## config.mk

```make
export PLATFORM = sky130hd
export DESIGN_NAME = fetch_unit
export DESIGN_NICKNAME = d
export VERILOG_FILES = /design/src/rtl/fetch_pkg.sv /design/src/rtl/fetch_queue.sv /design/src/rtl/fetch_unit.sv
export SDC_FILE = /design/constraint.sdc
export NUM_CORES = 1
export LEC_CHECK = 0
export CAP_MARGIN = 10
export CORE_UTILIZATION = 44
export DETAILED_ROUTE_END_ITERATION = 6
export GPL_ROUTABILITY_DRIVEN = 0
export GPL_TIMING_DRIVEN = 0
export PLACE_DENSITY = 0.72
export REMOVE_ABC_BUFFERS = 1
export SYNTH_ARGS = -nofsm -noshare
export SYNTH_HDL_FRONTEND = slang
export SYNTH_SLANG_ARGS = --single-unit
```

## constraint.sdc

```tcl
create_clock -name clk -period 3.3 [get_ports clk]
set_input_delay 0.33 -clock clk [delete_from_list [all_inputs] [get_ports clk]]
set_output_delay 0.33 -clock clk [all_outputs]
set_load 0.01 [all_outputs]
```

## src/rtl/fetch_pkg.sv

```systemverilog
// fetch_pkg: shared widths, PC step, fetch state enum and prefetch queue entry type
package fetch_pkg;
    localparam int INSTR_W = 16;
    localparam int ADDR_W = 16;
    localparam logic [ADDR_W-1:0] PC_STEP = 16'h0002;
    typedef enum logic {RUN, FAULT} fetch_state_e;
    typedef struct packed {
        logic [ADDR_W-1:0]  pc;
        logic [INSTR_W-1:0] instr;
    } fetch_entry_t;
endpackage

```

## src/rtl/fetch_queue.sv

```systemverilog
// fetch_queue: synchronous prefetch FIFO of {pc, instr} entries; flush beats push
module fetch_queue import fetch_pkg::*; #(
    parameter int DEPTH = 2
) (
    input  logic         clk,
    input  logic         rst,
    input  logic         push_i,
    input  logic         pop_i,
    input  logic         flush_i,
    input  fetch_entry_t din_i,
    output fetch_entry_t head_o,
    output logic         full_o,
    output logic         empty_o
);
    localparam int AW = $clog2(DEPTH);
    fetch_entry_t mem_q [DEPTH];
    logic [AW-1:0] rd_q, rd_d, wr_q, wr_d;
    logic [AW:0]   cnt_q, cnt_d;
    logic          push_ok, pop_ok;
    assign full_o  = cnt_q == (AW+1)'(DEPTH);
    assign empty_o = cnt_q == '0;
    assign head_o  = empty_o ? '0 : mem_q[rd_q];
    assign pop_ok  = pop_i & ~empty_o;
    assign push_ok = push_i & (~full_o | pop_ok);
    // pointer and occupancy next state; a flush empties the queue regardless of push/pop
    always_comb begin
        rd_d  = flush_i ? '0 : rd_q + AW'(pop_ok);
        wr_d  = flush_i ? '0 : wr_q + AW'(push_ok);
        cnt_d = flush_i ? '0 : cnt_q + (AW+1)'(push_ok) - (AW+1)'(pop_ok);
    end
    // pointer and occupancy registers
    always_ff @(posedge clk) begin
        if (rst) begin
            rd_q  <= '0;
            wr_q  <= '0;
            cnt_q <= '0;
        end else begin
            rd_q  <= rd_d;
            wr_q  <= wr_d;
            cnt_q <= cnt_d;
        end
    end
    // entry storage; contents are don't-care while empty since the head is gated
    always_ff @(posedge clk) begin
        if (push_ok && !flush_i) mem_q[wr_q] <= din_i;
    end
endmodule

```

## src/rtl/fetch_unit.sv

```systemverilog
// fetch_unit: instruction fetch stage with prefetch queue and redirect; FETCH_MISALIGN_TRAP_EN enables the misaligned-redirect trap
module fetch_unit import fetch_pkg::*; #(
    parameter logic [ADDR_W-1:0] RESET_PC    = 16'h0000,
    parameter int                QUEUE_DEPTH = 2
) (
    input  logic               clk,
    input  logic               rst,
    output logic [ADDR_W-1:0]  PC,
    input  logic [INSTR_W-1:0] instruction,
    output logic               out_valid,
    output logic [INSTR_W-1:0] out_instr,
    output logic [ADDR_W-1:0]  out_pc,
    input  logic               out_ready,
    input  logic               redirect,
    input  logic [ADDR_W-1:0]  redirect_pc,
    output logic               fault
);
    fetch_state_e      state_q, state_d;
    logic [ADDR_W-1:0] pc_q, pc_d, target;
    logic              push, pop, full, empty;
    fetch_entry_t      din, head;
`ifdef FETCH_MISALIGN_TRAP_EN
    assign target = redirect_pc;
    assign fault  = state_q == FAULT;
`else
    assign target = redirect_pc & ~16'h0001;
    assign fault  = 1'b0;
`endif
    assign PC        = pc_q;
    assign pop       = out_valid & out_ready;
    assign out_valid = ~empty;
    assign out_instr = head.instr;
    assign out_pc    = head.pc;
    assign din       = '{pc: pc_q, instr: instruction};
    // redirect wins over fetch; otherwise fetch whenever the queue has or is making room
    always_comb begin
        state_d = state_q;
        pc_d    = pc_q;
        push    = 1'b0;
        if (redirect) begin
            pc_d = target;
`ifdef FETCH_MISALIGN_TRAP_EN
            state_d = target[0] ? FAULT : RUN;
`endif
        end else if (state_q == RUN && (!full || pop)) begin
            push = 1'b1;
            pc_d = pc_q + PC_STEP;
        end
    end
    // fetch state and program counter registers
    always_ff @(posedge clk) begin
        if (rst) begin
            state_q <= RUN;
            pc_q    <= RESET_PC;
        end else begin
            state_q <= state_d;
            pc_q    <= pc_d;
        end
    end
    fetch_queue #(.DEPTH(QUEUE_DEPTH)) u_queue (
        .clk     (clk),
        .rst     (rst),
        .push_i  (push),
        .pop_i   (pop),
        .flush_i (redirect),
        .din_i   (din),
        .head_o  (head),
        .full_o  (full),
        .empty_o (empty)
    );
endmodule

```

==> flow_metrics.env <==
export IMPL_syn_area_um2=3410
export IMPL_post_place_ws_ns=0.305
export IMPL_startpoint_type="input pin"
export IMPL_tightestPinTransition_ns=1.03
export IMPL_post_cts_buffers=0
export IMPL_path_delay_family="buffers and inverters"
export IMPL_cts_buffer_depth=2
export IMPL_path_max_fanout=31
export IMPL_insertion_delay_ns=0.34
export IMPL_slew_violations=0
export IMPL_layout_drive_gt1_share_pct=9.01
export IMPL_ys_warn_count=0
export IMPL_slowest_stage="clkdlybuf4s50_1"
export IMPL_max_cap_violations=0
export IMPL_relSlewSlack_pct=30.7
export IMPL_syn_avg_cell_area_um2=13.3
export IMPL_cts_repair_resized=0
export IMPL_critical_path_max_stage_delay_ns=0.76
export IMPL_dr_total_vias=2250
export IMPL_grt_max_degree=32
export IMPL_dp_hpwl_um=4440
export IMPL_top_layer="met4"
export IMPL_die_h_um=90.1
export IMPL_first_pass_iters=4
export IMPL_synth_common_cells="edfxtp_1, nor2_1, mux2i_1"
export IMPL_worstSetupPathType="in2reg"
export IMPL_finalSetupViolCount=0
export IMPL_synthArstFlopShare_pct=0
export IMPL_drtIter0Drc=84
export IMPL_status="finished, final reports clean"
export IMPL_met2_length_um=3320
export IMPL_ys_seq_elements=81
export IMPL_place_area_um2=4350
export IMPL_cts_root_buf="clkbuf_8"
export IMPL_start_util_pct=46.3
export IMPL_finalClockSkew_ns=0.00613
export IMPL_min_path_type="reg2reg"
export IMPL_core_area_um2=7370
export IMPL_dieWidth_um=90.1
export IMPL_arrival_ns=2.62
export IMPL_cts_clk_slew_worst_paths_ns=0.08
export IMPL_cts_sinks=81
export IMPL_path_cells="clkdlybuf4s50_1 > clkinv_1 > and3_2"
export IMPL_synth_distinct_cells=36
export IMPL_cellLeakagePower_uw=0.00148
export IMPL_finalCritPeriodShare_pct=79.9
export IMPL_routed_wl_um=6620
export IMPL_setup_ws_ns=0.663
export IMPL_synthCells=257
export IMPL_p_total_uw=2330
export IMPL_grt_overflow_total=0
export IMPL_drt_vias_per_instance=5.08
export IMPL_ys_flop_type="edfxtp_1"
export IMPL_wl_per_cell_um=14.9
export IMPL_die_area_um2=8110
export IMPL_fin_crit_ns=2.64
export IMPL_path_buf_inv=2
export IMPL_ys_seq_area_share_pct=65.7
export IMPL_max_freq_mhz=379
export IMPL_synth_area_leaders="edfxtp_1, dfxtp_1, mux2i_1, nor2_1, xnor2_1"
export IMPL_grt_use_total_pct=16.7
export IMPL_io_pins=86
export IMPL_antenna_left=0
export IMPL_grt_pass1_vias=2152
export IMPL_rsz0062_at_grt="false"
export IMPL_synth_top_area_share_pct=54.6
export IMPL_cts_tree="done"
export IMPL_power_density_nw_per_um2=513
export IMPL_wl_met3_um=387
export IMPL_fin_hold_ws_ns=0.533
export IMPL_insertedDiodeCount=0
export IMPL_ctsHoldBuffers=0
export IMPL_h_tree_depth=3
export IMPL_met1_length_um=2900
export IMPL_cts_buffers=9
export IMPL_yosysMostFrequentCell="edfxtp_1"
export IMPL_antenna_found_initial=0
export IMPL_port_buffers=81
export IMPL_final_area_um2=4550
export IMPL_end_kind="register"
export IMPL_synth_edf_count=62
export IMPL_route_detailed_drc=0
export IMPL_critPathRequiredTime_ns=3.28
export IMPL_final_nets=377
export IMPL_synth_top_area_cell="edfxtp_1"
export IMPL_area_growth_pct=33.2
export IMPL_vdd_drop_max_v=0.000257
export IMPL_hold_violations=0
export IMPL_grt_pass1_wl_um=10700
export IMPL_tns_ns=0
export IMPL_rows=31
## worst register-to-register path, delay by kind of cell (launching register included)
| kind | cells | cell delay [ns] |
|---|---|---|
| buffers and inverters | 3 | 0.53 |
| DFF | 1 | 0.40 |
| and+or+nand+nor | 2 | 1.18 |
## report_power, final
group          internal, µW  leakage, µW  switching (µW)
logic                   222     0.000643             190
registers              1170     0.000747            46.1
clock network           352    0.0000929             348
## logic make-up after synthesis
| kind of cell | after synthesis | synth area share [%] |
|---|---|---|
| simple gates | 87 | 13.3 |
| flops | 81 | 65.7 |
| mux | 32 | 9.39 |
| buf+inv | 21 | 2.97 |
| compound gates | 17 | 3.70 |
| xor+xnor | 16 | 4.11 |
| fa+ha+maj | 2 | 0.733 |
| other cells | 1 | 0.110 |
## state kept, by name, indices dropped and copies added, names as in the netlist
| name | flops |
|---|---|
| u_queue.mem_q | 62 |
| PC | 15 |
| u_queue.cnt_q | 2 |
| u_queue.rd_q | 1 |
| u_queue.wr_q | 1 |
## final timing paths
kind | startpoint | end | slack, ns | cells after the start
max | redirect | u_queue.mem_q[1][5] | 0.66 | 3
min reg2reg | PC[15] | u_queue.mem_q[0][31] | 0.53 | 0
min | PC[15] | u_queue.mem_q[0][31] | 0.53 | 0
max reg2reg | u_queue.cnt_q[1] | u_queue.mem_q[0][7] | 0.95 | 5
## layout by cell type, fill, tap and decap left out, types with 2 or more instances in the layout
cell,instances
clkdlybuf4s50_1,81
edfxtp_1,62
nor2_1,45
mux2i_1,32
dfxtp_1,18
xnor2_1,11
a211oi_1,11
clkbuf_8,9
nor3_1,7
nand2_1,7
nand3_1,5
xor2_1,5
nand4_1,4
inv_1,3
a21oi_1,3
conb_1,3
nor3_2,2
nor3b_1,2
and4_1,2
nor4_2,2
ha_1,2
clkinvlp_4,2
buf_6,2
buf_8,2
## layout make-up
class	count	area, µm²
clock buffers	10	128
clock inverters	6	67.6
fillers	595	2820
inverters	4	15.0
multi-input cells	157	1080
flip-flops and latches	81	2240
well taps	99	124
repair buffers	86	883
## metrics by stage
stage,instances,util (%)
detailed placement,427,59.0
finish,443,61.7
global placement,422,57.9
floorplan,242,-
global route,443,61.7
CTS,443,61.7
## routing by layer
layer / GRT usage (%) / vias to the layer above
li1: - / 1093
met1: 21.4 / 1072
met2: 28.1 / 81
met3: 4.15 / 4
met4: 4.97 / 0
met5: 0 / -
Note: power is estimated with default switching activity, not from simulation.
